===== src/rtl/zet_rep_pkg.sv =====
// Shared definitions for the string-instruction repeat controller.
// Holds the controller state enum, the seven string opcodes (as opcode[7:1],
// so both byte and word forms map to the same value), the prefix bit
// positions and a helper that recognises a string opcode.
package zet_rep_pkg;

    typedef enum logic [2:0] {
        ST_IDLE,
        ST_CHECK,
        ST_ISSUE,
        ST_WAIT,
        ST_FINISH
    } state_t;

    // opcode[7:1] of the string instructions
    localparam logic [6:0] OP_MOVS = 7'h52;  // A4/A5
    localparam logic [6:0] OP_CMPS = 7'h53;  // A6/A7
    localparam logic [6:0] OP_STOS = 7'h55;  // AA/AB
    localparam logic [6:0] OP_LODS = 7'h56;  // AC/AD
    localparam logic [6:0] OP_SCAS = 7'h57;  // AE/AF
    localparam logic [6:0] OP_INS  = 7'h36;  // 6C/6D
    localparam logic [6:0] OP_OUTS = 7'h37;  // 6E/6F

    // prefix bit positions
    localparam int PREFIX_REP_BIT = 1;  // REP prefix present
    localparam int PREFIX_Z_BIT   = 0;  // 1 = repz/rep, 0 = repnz

    function automatic logic is_string_op(input logic [6:0] op);
        return op inside {OP_MOVS, OP_CMPS, OP_STOS, OP_LODS,
                          OP_SCAS, OP_INS, OP_OUTS};
    endfunction

endpackage


===== src/rtl/zet_rep_ctrl_if.sv =====
// Bus between the instruction decoder / string execution unit and the
// repeat controller.
//   master: decoder/exec side, drives start, prefix, opcode, cx_in, zf,
//           ext_int, iter_done; receives the controller outputs.
//   slave : repeat controller, drives busy, iter_go, cx_out, cx_we, done,
//           done_int.
interface zet_rep_ctrl_if;

    logic        start;
    logic [1:0]  prefix;
    logic [6:0]  opcode;
    logic [15:0] cx_in;
    logic        zf;
    logic        ext_int;
    logic        iter_done;

    logic        busy;
    logic        iter_go;
    logic [15:0] cx_out;
    logic        cx_we;
    logic        done;
    logic        done_int;

    modport master (
        output start, prefix, opcode, cx_in, zf, ext_int, iter_done,
        input  busy, iter_go, cx_out, cx_we, done, done_int
    );

    modport slave (
        input  start, prefix, opcode, cx_in, zf, ext_int, iter_done,
        output busy, iter_go, cx_out, cx_we, done, done_int
    );

endinterface


===== src/rtl/zet_rep_decode.sv =====
// Combinational decode of the latched prefix/opcode.
//   prefix     : latched REP prefix bits
//   opcode     : latched opcode[7:1]
//   rep_mode   : REP prefix on a string instruction -> iterate on CX
//   compare_op : cmps/scas, which may exit early on ZF
//   repz       : repz/rep (1) versus repnz (0)
import zet_rep_pkg::*;

module zet_rep_decode (
    input  logic [1:0] prefix,
    input  logic [6:0] opcode,
    output logic       rep_mode,
    output logic       compare_op,
    output logic       repz
);

    logic string_op;

    assign string_op  = is_string_op(opcode);
    assign rep_mode   = prefix[PREFIX_REP_BIT] & string_op;
    // opcode[7] & opcode[2] & opcode[1] of the full byte singles out cmps/scas
    assign compare_op = string_op & opcode[6] & opcode[1] & opcode[0];
    assign repz       = prefix[PREFIX_Z_BIT];

endmodule


===== src/rtl/zet_rep_ctrl.sv =====
// Repeat-prefix controller for string instructions.
// Sequences one element at a time through the execution unit, decrements CX
// in repeat mode, handles the repz/repnz early exit on compare ops and
// breaks out for pending interrupts between elements.
//   clk, rst : clock, synchronous active-high reset
//   bus      : slave side of zet_rep_ctrl_if (start/prefix/opcode/cx_in in,
//              iter_go/iter_done element handshake, cx_out/cx_we CX
//              writeback, done/done_int retire)
import zet_rep_pkg::*;

module zet_rep_ctrl (
    input  logic          clk,
    input  logic          rst,
    zet_rep_ctrl_if.slave bus
);

    state_t      state;
    state_t      state_next;
    logic [1:0]  prefix_q;
    logic [6:0]  opcode_q;
    logic [15:0] cx_q;
    logic        cx_we_q;
    logic        done_int_q;
    logic        done_int_next;
    logic        dec_en;
    logic        rep_mode;
    logic        compare_op;
    logic        repz;
    logic        cmp_exit;

    zet_rep_decode u_decode (
        .prefix     (prefix_q),
        .opcode     (opcode_q),
        .rep_mode   (rep_mode),
        .compare_op (compare_op),
        .repz       (repz)
    );

    // repz stops on ZF=0, repnz stops on ZF=1
    assign cmp_exit = compare_op & (repz ? ~bus.zf : bus.zf);

    always_comb begin
        state_next    = state;
        done_int_next = done_int_q;
        dec_en        = 1'b0;
        case (state)
            ST_IDLE: begin
                if (bus.start) begin
                    state_next    = ST_CHECK;
                    done_int_next = 1'b0;
                end
            end
            ST_CHECK: begin
                if (!rep_mode) begin
                    state_next = ST_ISSUE;
                end else if (cx_q == 16'd0) begin
                    state_next    = ST_FINISH;
                    done_int_next = 1'b0;
                end else if (bus.ext_int) begin
                    state_next    = ST_FINISH;
                    done_int_next = 1'b1;
                end else begin
                    state_next = ST_ISSUE;
                end
            end
            ST_ISSUE: begin
                state_next = ST_WAIT;
            end
            ST_WAIT: begin
                // ext_int is deliberately not looked at here; an element in
                // flight always completes and the interrupt is taken in CHECK
                if (bus.iter_done) begin
                    if (!rep_mode) begin
                        state_next = ST_FINISH;
                    end else begin
                        dec_en = (cx_q != 16'd0);
                        if (cmp_exit) begin
                            state_next    = ST_FINISH;
                            done_int_next = 1'b0;
                        end else begin
                            state_next = ST_CHECK;
                        end
                    end
                end
            end
            ST_FINISH: begin
                state_next = ST_IDLE;
            end
            default: begin
                state_next = ST_IDLE;
            end
        endcase
    end

    always_ff @(posedge clk) begin
        if (rst) begin
            state      <= ST_IDLE;
            prefix_q   <= 2'b00;
            opcode_q   <= 7'd0;
            cx_q       <= 16'd0;
            cx_we_q    <= 1'b0;
            done_int_q <= 1'b0;
        end else begin
            state      <= state_next;
            done_int_q <= done_int_next;
            cx_we_q    <= dec_en;
            if (state == ST_IDLE && bus.start) begin
                prefix_q <= bus.prefix;
                opcode_q <= bus.opcode;
                cx_q     <= bus.cx_in;
            end else if (dec_en) begin
                cx_q <= cx_q - 16'd1;
            end
        end
    end

    assign bus.busy     = (state != ST_IDLE);
    assign bus.iter_go  = (state == ST_ISSUE);
    assign bus.done     = (state == ST_FINISH);
    assign bus.done_int = (state == ST_FINISH) & done_int_q;
    assign bus.cx_out   = cx_q;
    assign bus.cx_we    = cx_we_q;

endmodule

===== src/flat_wrapper.sv =====
// flat-port wrapper written by rule: the top's interface ports become plain ports
module zet_rep_ctrl_flat 
  (clk, rst, bus_start, bus_prefix, bus_opcode, bus_cx_in, bus_zf, bus_ext_int, bus_iter_done, bus_busy, bus_iter_go, bus_cx_out, bus_cx_we, bus_done, bus_done_int);
  zet_rep_ctrl_if bus_i ();
  input  logic clk;
  input  logic rst;
  input wire logic [$bits(bus_i.start)-1:0] bus_start;
  input wire logic [$bits(bus_i.prefix)-1:0] bus_prefix;
  input wire logic [$bits(bus_i.opcode)-1:0] bus_opcode;
  input wire logic [$bits(bus_i.cx_in)-1:0] bus_cx_in;
  input wire logic [$bits(bus_i.zf)-1:0] bus_zf;
  input wire logic [$bits(bus_i.ext_int)-1:0] bus_ext_int;
  input wire logic [$bits(bus_i.iter_done)-1:0] bus_iter_done;
  output wire logic [$bits(bus_i.busy)-1:0] bus_busy;
  output wire logic [$bits(bus_i.iter_go)-1:0] bus_iter_go;
  output wire logic [$bits(bus_i.cx_out)-1:0] bus_cx_out;
  output wire logic [$bits(bus_i.cx_we)-1:0] bus_cx_we;
  output wire logic [$bits(bus_i.done)-1:0] bus_done;
  output wire logic [$bits(bus_i.done_int)-1:0] bus_done_int;
  assign bus_i.start = bus_start;
  assign bus_i.prefix = bus_prefix;
  assign bus_i.opcode = bus_opcode;
  assign bus_i.cx_in = bus_cx_in;
  assign bus_i.zf = bus_zf;
  assign bus_i.ext_int = bus_ext_int;
  assign bus_i.iter_done = bus_iter_done;
  assign bus_busy = bus_i.busy;
  assign bus_iter_go = bus_i.iter_go;
  assign bus_cx_out = bus_i.cx_out;
  assign bus_cx_we = bus_i.cx_we;
  assign bus_done = bus_i.done;
  assign bus_done_int = bus_i.done_int;
  zet_rep_ctrl u_core (.clk(clk), .rst(rst), .bus(bus_i));
endmodule

===== config.mk =====
export PLATFORM = sky130hd
export DESIGN_NAME = zet_rep_ctrl_flat
export DESIGN_NICKNAME = d
export VERILOG_FILES = /design/src/rtl/zet_rep_pkg.sv /design/src/rtl/zet_rep_ctrl_if.sv /design/src/rtl/zet_rep_decode.sv /design/src/rtl/zet_rep_ctrl.sv /design/src/flat_wrapper.sv
export SDC_FILE = /design/constraint.sdc
export NUM_CORES = 1
export LEC_CHECK = 0
export BUFFER_PORTS_ARGS = -buffer_cell sky130_fd_sc_hd__buf_2
export CAP_MARGIN = 25
export CORE_MARGIN = 2
export CORE_UTILIZATION = 35
export DETAILED_ROUTE_END_ITERATION = 8
export SYNTH_ARGS = -nofsm -noshare
export SYNTH_HDL_FRONTEND = slang
export SYNTH_SLANG_ARGS = --single-unit

===== constraint.sdc =====
create_clock -name clk -period 2.5 [get_ports clk]
set_input_delay 0.5 -clock clk [delete_from_list [all_inputs] [get_ports clk]]
set_output_delay 0.5 -clock clk [all_outputs]
set_load 0.01 [all_outputs]

Word-level counts from Yosys, hierarchy flattened
Cells that the tools add are included. W data, S select, Z words.

Register bits: 30. Input bits: 31. Output and inout bits: 21. Logic and storage cells: 63.

Add/sub/neg operators: 1. Eq/ne operators: 17. Muxes and demuxes: 22. Bitwise operators: 7. Reduce and logical (&&, ||, !) cells: 10.

Operator list (count): $eq A7 B7 Y1 const B (5); $mux W16 (2); $mux W3 (7); $logic_not A16 Y1 (1); $reduce_bool A16 Y1 (1); $sub A16 B1 Y16 const B (1); $eq A7 B6 Y1 const B (2); $pmux W3 S4 (1); $mux W1 (11); $reduce_and A7 Y1 (1); $reduce_bool A7 Y1 (1); $and A1 B1 Y1 (6); $eq A3 B2 Y1 const B (2); $ne A2 B1 Y1 const B (3); $reduce_bool A3 Y1 (2); $ne A2 B2 Y1 const B (2); $eq A3 B1 Y1 const B (1); $eq A3 B3 Y1 const B (1); $logic_not A3 Y1 (1); $ne A3 B2 Y1 const B (1); $pmux W1 S3 (1); $reduce_and A2 Y1 (1); $reduce_bool A2 Y1 (1); $logic_and A1 B1 Y1 (1); $not A1 Y1 (1).

Logic depth before layout (Yosys ltp)
Depth after elaboration: 10. Mapped depth: 9. Gate-level depth less buffers: 7.

By module
From an unflattened synthesis, not the netlist that was laid out.

Cell total of the unflattened synthesis: 208. Area, all modules: 1714.1 sq um.

Modules (own cells, without submodules): zet_rep_ctrl (times used 1, cells each 194, area each 1604.0 sq um, seq. area each 600.6 sq um); zet_rep_decode (times used 1, cells each 14, area each 110.1 sq um, seq. area each 0.0 sq um).

Worst setup path before layout
Ideal clock, no wire load.

Path kind: register to register. From: register u_core.cx_q[0], in the netlist u_core.bus.cx_out[0]. To: register u_core.cx_q[3], in the netlist u_core.bus.cx_out[3]. Library setup time: 0.091 ns. Arrival: 2.316 ns. Required time: 2.409 ns. Slack: 0.093 ns. Stages on the path, launching flop included: 10. Path buffers: 2. Period minus slack after synthesis: 2.407 ns. Path through: dfxtp_1 > inv_1 > ha_1 > nor3b_1 > nor4bb_1 > clkbuf_1 > or3_1 > buf_2 > or4b_1 > a311oi_1.

Word-level cells in the longest chain between the ends: 5. Elaborated cells between the ends (all ways): 8. Classes of those cells: add/sub: 1; mux: 5; reduce/logical: 2.

Ends and longest elaborated chain: start, declared (line zet_rep_ctrl.sv:21) `logic [15:0] cx_q;`; start signal, assigned (line zet_rep_ctrl.sv:110) `cx_q <= bus.cx_in;`; start signal, assigned (line zet_rep_ctrl.sv:112) `cx_q <= cx_q - 16'd1;`; branches (longest 5 deep; another with $sub A16 B1 Y16).

Parallel ways; which one is timed is not known. The select of a mux whose other input is x is not followed. A chain may end at the register's enable or synchronous reset.

Final worst setup path
From: register u_core.cx_q[2], in the netlist u_core.bus.cx_out[2]. To: register u_core.cx_q[10], in the netlist u_core.bus.cx_out[10].

The elaborated chain is that of the path after synthesis.

==> out/qor.csv <==
stage,metric,value,unit
run_status,status,completed,
clock_tree,CTS clock-pin slew for the worst setup and hold paths,70,ps
logic_synthesis,Cells after Synth,204,
sta,final hold violation count,0,
setup_path,worst path required time,2690,ps
pwr,Pint,0.931,mW
logic_synthesis,Post-synth ARST share,0,
logic_synthesis,post-synth top area share,0.374,
sta,Rel. slew slack,0.693,
pwr,clock power share,0.298,
route,DR vias/cell,5.27,
place,# port buffers,51,
floorplanning,die width,71.8,um
finish,number of fill cells,465,
pwr,Comb power frac,0.285,
logic_synthesis,"top cells by area, synth","dfxtp_1 37%, nand2_1 7.0%, nor2_1 6.1%, xnor2_1 3.8%, a21oi_1 3.7%",
pwr,worst vdd ir,0.265,mV
global_route,first-pass GRT wire length,6.99,mm
global_route,largest net degree at the start of global routing,25,
pwr,Sequential Power Share,0.418,
finish,layout cell share with drive strength beyond 1,0.302,
logic_synthesis,warnings from Yosys,0,
finish,Area growth syn-to-layout,30.0,%
clock_tree,CTS max path bufs,2,
place,Cells after DPL,309,
finish,Ant. Diodes,0,
global_route,GRT overflow,0,
logic_synthesis,syn nets,236,
global_route,GRT Util Overall,0.175,
finish,nets@finish,296,
global_route,initial antenna violation count,0,
logic_synthesis,prevailing post-synth register cell,dfxtp_1,
route,TritonRoute pass-1 iters,4,
setup_path,Crit. End Element,register,
route,Initial DRC Count,103,
min_path,Hold Crit Class,in2reg,
sta,final period utilization,0.925,
sta,fin crit period,2310,ps
logic_synthesis,Syn Std Cell Area,0.00161,sq mm
sta,RSZ-0062 raised after global routing,no,
clock_tree,root buffer cell,clkbuf_8,
floorplanning,die area,0.00515,sq mm
logic_synthesis,Synth Register Bits,30,
clock_tree,number of buffers inserted by hold repair at cts,0,
clock_tree,CTS HTree Levels,2,
finish,"non-filler cells, final",317,
setup_path,crit path max fanout,8,
finish,multi-input logic area,950,sq um
route,via count,1671,
setup_path,WS Path Type,reg2reg,
finish,FF+latch area,601,sq um
floorplanning,Rows,24,
place,placed wire-length estimate,3.08,mm
floorplanning,initial core utilization,0.367,
floorplanning,CORE AREA,0.00438,sq mm
sta,slew of the pin with the lowest slew margin,456,ps
sta,fmax,433,MHz
route,final WL,4.24,mm
floorplanning,IO Count,52,
route,DRT antenna net count,0,
sta,Setup TNS Final,0,ps
flow_run,Max-Cap Viols,0,
clock_tree,CTS buffer count,5,
floorplanning,Die H,71.8,um
logic_synthesis,post-synth top area cell,dfxtp_1,
logic_synthesis,"Avg Cell Area, Syn",7.88,sq um
pwr,Switching Share,0.328,
clock_tree,CTS tree,done,
logic_synthesis,Yosys cell types,46,
logic_synthesis,Post-synth EDFFs,0,
route,DRC viols,0,
global_route,vias in the first global route,1480,
sta,clock skew,10.2,ps
setup_path,Worst EP arrival,2510,ps
clock_tree,worst skew pair latency,290,ps
sta,# setup viols final,0,
logic_synthesis,"Seq/Total Area, Yosys",0.374,
pwr,Switching Power,0.454,mW
route,DR WL/cell,13.4,um
place,Placer Congestion,0.803,
clock_tree,clk sinks,30,
pwr,P per Cell Area,663,mW/mm^2
sta,"Slew Viols, Final",0,
pwr,Pleak,0.897,nW
setup_path,Worst Setup Start Kind,register,
[layout by cell type, fill, tap and decap left out, types with 5 or more instances in the layout]
master / instances
a21oi_1: 12
nor2_1: 26
xnor2_1: 7
nor3_1: 6
nand2_1: 30
buf_4: 15
or4_1: 5
a211oi_1: 6
clkbuf_8: 6
dfxtp_1: 30
buf_2: 51
nand3_1: 8
[layout make-up]
cell class              count  share of cell area
repair buffers             66               0.176
clock inverters             1             0.00240
flip-flops and latches     30               0.287
well taps                  52              0.0311
clock buffers               7              0.0413
inverters                   4             0.00719
multi-input cells         157               0.454
[path summary, 6_finish.rpt]
kind	cells after the start	endpoint	startpoint	slack, ps
max	5	u_core.bus.cx_out[10]	u_core.bus.cx_out[2]	190
min	3	u_core.opcode_q[6]	bus_opcode[6]	450
min reg2reg	2	u_core.opcode_q[4]	u_core.opcode_q[4]	460
max reg2reg	5	u_core.bus.cx_out[10]	u_core.bus.cx_out[2]	190
[power groups by stage]
stage / sequential (mW) / combinational [mW] / clock (mW)
after global routing: 0.587 / 0.442 / 0.446
after floorplan: 0.599 / 0.226 / 0
final: 0.579 / 0.394 / 0.412
after CTS: 0.578 / 0.395 / 0.422
after global placement: 0.587 / 0.392 / 0
after detailed placement: 0.588 / 0.393 / 0
[synthesized netlist by cell type, types with 2 or more instances]
| cell type | count |
|---|---|
| nand2_1 | 30 |
| or2_2 | 2 |
| a211oi_1 | 6 |
| nor3b_1 | 4 |
| xnor2_1 | 7 |
| nor2_1 | 26 |
| nand4b_1 | 2 |
| o211ai_1 | 2 |
| or3_1 | 2 |
| o21ai_0 | 4 |
| a311oi_1 | 4 |
| nand3_1 | 8 |
| clkbuf_1 | 10 |
| a21oi_1 | 12 |
| a211o_1 | 2 |
| o31ai_1 | 2 |
| inv_1 | 4 |
| buf_2 | 2 |
| o21a_1 | 2 |
| o21bai_1 | 2 |
| nor4_1 | 4 |
| a31oi_1 | 2 |
| nor3_1 | 6 |
| nand3b_1 | 3 |
| or4_1 | 6 |
| dfxtp_1 | 30 |
[critical path, stage by stage, from the launching register on]
cell and delay [ps]:
dfxtp_1 370, nor4_2 360, or2b_1 290, or4_4 540, or4_1 420, a311oi_1 240
[layer usage]
layer / GRT usage / wire, um
met2: 0.249 / 1850
met5: 0 / 0
met4: 0.0818 / 67
met1: 0.245 / 2120
met3: 0.0464 / 201
[kinds of logic after synthesis]
logic type / count (synthesis) / synth area share
XOR/XNOR: 7 / 0.0381
AO/OA/AOI/OAI: 46 / 0.202
AND/OR/NAND/NOR: 102 / 0.327
multiplexers: 1 / 0.00623
adder cells (fa/ha/maj): 1 / 0.00778
buffers and inverters: 17 / 0.0459
flip-flops: 30 / 0.374
[through the flow]
step                      worst slack, ps  cell area (sq um)  power, mW  hold slack, ps   util
after floorplan                      93.3               1610      0.825             435      -
after global placement                143               1990      0.980             443  0.453
after detailed placement             62.8               1990      0.981             447  0.453
after CTS                            49.6               2080       1.39             446  0.474
after global routing                 93.2               2090       1.48             451  0.477
final                                 188               2090       1.39             451  0.477
[state kept, by name (all words and copies together) (netlist names)]
register           cells
u_core.bus.cx_out     16
u_core.opcode_q        7
u_core.state           3
u_core.prefix_q        2
u_core.bus.cx_we       1
u_core.done_int_q      1
[timing repair]
item / CTS / global route
setup buffers: 0 / 0
resized for setup: 0 / 2
endpoints found under the setup margin: 0 / 3
Note: power is estimated with default switching activity, not from simulation.
